File: src/rtl/wbm_initiator.sv
// Wishbone classic single-transfer initiator: one command in flight, registered bus and
// response outputs, with a per-transfer timeout that terminates as a bus error.
module wbm_initiator #(
  parameter int unsigned ADDR_WIDTH     = 32,
  parameter int unsigned DATA_WIDTH     = 32,
  parameter int unsigned TIMEOUT_CYCLES = 255
) (
  input  logic                    clk,
  input  logic                    rst_n,
  input  logic                    cmd_valid,
  output logic                    cmd_ready,
  input  logic                    cmd_we,
  input  logic [DATA_WIDTH/8-1:0] cmd_sel,
  input  logic [ADDR_WIDTH-1:0]   cmd_addr,
  input  logic [DATA_WIDTH-1:0]   cmd_wdata,
  output logic                    rsp_valid,
  input  logic                    rsp_ready,
  output logic [DATA_WIDTH-1:0]   rsp_rdata,
  output logic                    rsp_err,
  output logic                    wbm_cyc_o,
  output logic                    wbm_stb_o,
  output logic                    wbm_we_o,
  output logic [DATA_WIDTH/8-1:0] wbm_sel_o,
  output logic [ADDR_WIDTH-1:0]   wbm_adr_o,
  output logic [DATA_WIDTH-1:0]   wbm_dat_o,
  input  logic                    wbm_ack_i,
  input  logic                    wbm_err_i,
  input  logic [DATA_WIDTH-1:0]   wbm_dat_i
);

  // Counter holds the index of the current BUS cycle; the last allowed one is TIMEOUT_CYCLES-1.
  localparam logic [15:0] TimeoutLast = 16'(TIMEOUT_CYCLES - 1);

  typedef enum logic [1:0] {StIdle, StBus, StResp} state_e;

  state_e      state_q;
  logic [15:0] tmo_cnt_q;

  always_ff @(posedge clk) begin
    if (!rst_n) begin
      state_q   <= StIdle;
      tmo_cnt_q <= '0;
      cmd_ready <= 1'b1;
      rsp_valid <= 1'b0;
      rsp_err   <= 1'b0;
      rsp_rdata <= '0;
      wbm_cyc_o <= 1'b0;
      wbm_stb_o <= 1'b0;
      wbm_we_o  <= 1'b0;
      wbm_sel_o <= '0;
      wbm_adr_o <= '0;
      wbm_dat_o <= '0;
    end else begin
      unique case (state_q)
        StIdle: begin
          if (cmd_valid && cmd_ready) begin
            state_q   <= StBus;
            tmo_cnt_q <= '0;
            cmd_ready <= 1'b0;
            wbm_cyc_o <= 1'b1;
            wbm_stb_o <= 1'b1;
            wbm_we_o  <= cmd_we;
            wbm_sel_o <= cmd_sel;
            wbm_adr_o <= cmd_addr;
            wbm_dat_o <= cmd_wdata;
          end
        end
        StBus: begin
          // ack beats err, and either beats the timeout on the same cycle
          if (wbm_ack_i) begin
            state_q   <= StResp;
            wbm_cyc_o <= 1'b0;
            wbm_stb_o <= 1'b0;
            rsp_valid <= 1'b1;
            rsp_err   <= 1'b0;
            rsp_rdata <= wbm_we_o ? '0 : wbm_dat_i;
          end else if (wbm_err_i || (tmo_cnt_q == TimeoutLast)) begin
            state_q   <= StResp;
            wbm_cyc_o <= 1'b0;
            wbm_stb_o <= 1'b0;
            rsp_valid <= 1'b1;
            rsp_err   <= 1'b1;
            rsp_rdata <= '0;
          end else begin
            tmo_cnt_q <= tmo_cnt_q + 16'd1;
          end
        end
        StResp: begin
          if (rsp_ready) begin
            state_q   <= StIdle;
            rsp_valid <= 1'b0;
            cmd_ready <= 1'b1;
          end
        end
        default: begin
          state_q   <= StIdle;
          cmd_ready <= 1'b1;
          rsp_valid <= 1'b0;
          wbm_cyc_o <= 1'b0;
          wbm_stb_o <= 1'b0;
        end
      endcase
    end
  end

endmodule
File: config.mk
export PLATFORM = sky130hd
export DESIGN_NAME = wbm_initiator
export DESIGN_NICKNAME = d
export VERILOG_FILES = /design/src/rtl/wbm_initiator.sv
export SDC_FILE = /design/constraint.sdc
export NUM_CORES = 1
export LEC_CHECK = 0
export ABC_AREA = 1
export CAP_MARGIN = 10
export CORE_UTILIZATION = 42
export DETAILED_ROUTE_END_ITERATION = 7
export PLACE_DENSITY_LB_ADDON = 0.2
export SYNTH_ARGS = -nofsm -noshare
export SYNTH_HDL_FRONTEND = slang
export SYNTH_SLANG_ARGS = --single-unit
File: constraint.sdc
create_clock -name clk -period 1.7 [get_ports clk]
set_input_delay 0.255 -clock clk [delete_from_list [all_inputs] [get_ports clk]]
set_output_delay 0.255 -clock clk [all_outputs]
set_load 0.02 [all_outputs]
==> metrics <==
met2 Use GR 41.2%; drt wl/cell 14.6 um; flop2flop setup slack 120 ps; status finished, final reports clean; clock root buffer clkbuf_16; Post-Syn Instances 645; post-synth top area cell dfxtp_1; Levels on crit path 1; GRT busiest layer met2; PnR worst setup slack 22.0 ps; crit end category primary output; CORE AREA 11000 um^2; Post-Synthesis Cell Area 4830 um^2; H-tree Lvls 4; Setup Skew 6.70 ps; die area 11900 um^2; CP cell instances clkdlybuf4s50_1; I/O pin cnt 213; reg2reg path depth 9; final setup fails 0; share of layout cells above drive strength 1 9.74%; final wirelength 14800 um; worst slack, placed -48.7 ps; 1st-iter DRT viols 313; final slew viol count 0; Tcrit/Tclk final 98.7%; most frequent cells after synthesis 172 x nor2_1, 123 x dfxtp_1, 116 x nand2_1; Leakage 3.07 nW; Buf+Inv Stages, Crit Path 1; Total Nets Final 970; global routing met1 resource utilization 28.2%; worst hold start rst_n; critical path launch point wbm_stb_o; Via density 4.99; pwr/cell area 1130 nW/um^2; CP max stage cell clkdlybuf4s50_1; largest delay contributor family on the critical path buffers and inverters; vias in the first global route 4870; RSZ-0062 raised after global routing yes; # DRC 0; clock latency on the worst-skew pair 420 ps; Starting Density 43.8%; CTS tree built; first-pass iteration count of the detailed router 5; Power, Total 0.00889 W; sequential area share after synthesis 51.0%; GR Overflow Total 0; worst hold path class in2reg; Hold Crit Depth 3; post-synth top area share 51.0%; maximum fanout along the worst path 3; initial antenna violation count 0; first-pass GRT wire length 23400 um; VDD IR-drop max 0.750 mV; Final ANT Viol Nets 0; r2r endpoint tmo_cnt_q[1]; Syn Nets 754; Num Clock Sinks 123; Seq cells post-synth 123; Avg Cell Area, Syn 7.49 um^2; Yosys cell types 31; cts bufs inserted 17; Fmax achieved 596 MHz; GRT Overall Usage 25.4%; hold_buf cts 0; Yosys warnings 0; HPWL after DPL 10100 um; largest net degree at the start of global routing 82; Clock Path Buffers 2; Rows 38; Final Hold Violating Endpoints 0; dominant register cell in the synthesized netlist dfxtp_1; Routability Congestion 0.887; most frequent cell after synthesis nor2_1; reg-to-reg startpoint tmo_cnt_q[0]; CP Class reg2out; WP data arrival 1420 ps; clock slew at reported path FFs 50 ps; Max Cap Viol 0; Rel. slew slack 57.1%; Required @ worst endpoint 1440 ps; number of I/O port buffers 212; minimum clock period 1680 ps; Die W 109 um; Antenna Cells 0; Filler cells 866; Startpoint Class flop; Die Span Y 109 um; Vias 5050; number of synthesized flops with an enable pin 0; M3 GR Usage 11.1%; Slew @ Worst Pin 643 ps; Max stage delay on crit path 630 ps; Area contributors post-synth dfxtp_1 51%, nor2_1 13%, nand2_1 9.0%; Hold Path End state_q[0]; Layout area overhead 62.4%; Synth async-reset ratio 0%
## registers in the layout, summed over array words and instances, names as in the netlist
name       count
tmo_cnt_q     16
rsp_rdata     32
wbm_we_o       1
wbm_sel_o      4
rsp_err        1
cmd_ready      1
wbm_dat_o     32
wbm_adr_o     32
state_q        2
rsp_valid      1
wbm_stb_o      1
## worst reg2reg max path, stage by stage, from the launching register on
cell     delay [ps]
dfxtp_4         360
inv_1            70
ha_1            190
nand2_1          70
nor2_2           40
nand2_2          80
nand3_4         170
buf_6           170
or2_1           210
a21oi_2         140
## layout make-up
class	instances	area [um^2]	share of cell area, %
flip-flops and latches	123	2470	31.5
well taps	140	175	2.23
clock inverters	7	87.6	1.12
repair buffers	236	2390	30.5
inverters	22	82.6	1.05
clock buffers	24	502	6.40
multi-input cells	461	2130	27.2
## power by group
part | internal (W) | total (W) | leakage (nW) | switching (W)
sequential | 0.00317 | 0.00332 | 1.01 | 0.000151
combinational | 0.000943 | 0.00200 | 1.77 | 0.00105
clock | 0.00233 | 0.00358 | 0.292 | 0.00124
## placed cells by master (no fill, tap or decap), types with 3 or more instances in the layout
cell	instances
clkdlybuf4s50_1	207
nor2_1	169
dfxtp_1	120
nand2_1	115
o21ai_0	72
a21oi_1	40
nand3_1	24
inv_1	19
clkbuf_16	17
buf_4	16
a21oi_2	12
buf_12	7
clkbuf_8	5
nor2_2	4
nand4_1	4
clkinv_2	4
inv_2	3
xor2_1	3
dlymetal6s2s_1	3
## metal layers
| layer | vias up | wire [um] |
|---|---|---|
| met4 | 0 | 485 |
| met2 | 217 | 6920 |
| met5 | - | 0 |
| met3 | 43 | 1510 |
| li1 | 2501 | - |
| met1 | 2289 | 5840 |
## cells by family after synthesis
| kind of cell | share of synthesized area [%] |
|---|---|
| and+or+nand+nor | 27.7 |
| AOI/OAI and AO/OA | 14.2 |
| DFF | 51.0 |
| buffers and inverters | 5.88 |
| xor gates and xnor gates | 0.726 |
| adders and majority gates | 0.518 |
## through the flow
step	util [%]	setup TNS [ps]	cell area, um^2	hold slack (ps)	cells
2_1_floorplan	-	0	4830	390	645
3_3_place_gp	65.0	0	7170	447	979
3_5_place_dp	65.0	-87.8	7170	455	979
4_1_cts	70.3	-33.6	7760	262	1010
5_1_grt	71.1	-15.3	7840	321	1013
6_report	71.1	0	7840	283	1013
## worst max-delay path by stage
stage	to	slack, ps
after floorplan	tmo_cnt_q[10]	220
after global placement	tmo_cnt_q[1]	20
after detailed placement	tmo_cnt_q[1]	-50
after CTS	rsp_rdata[20]	-20
after global routing	rsp_rdata[9]	-10
final	wbm_cyc_o	20
## repair_timing
item                       CTS  global route
setup buffers                0             3
pin swaps                    0             1
gates resized for setup      1            17
setup endpoints to repair    8            55
Note: power is estimated with default switching activity, not from simulation.
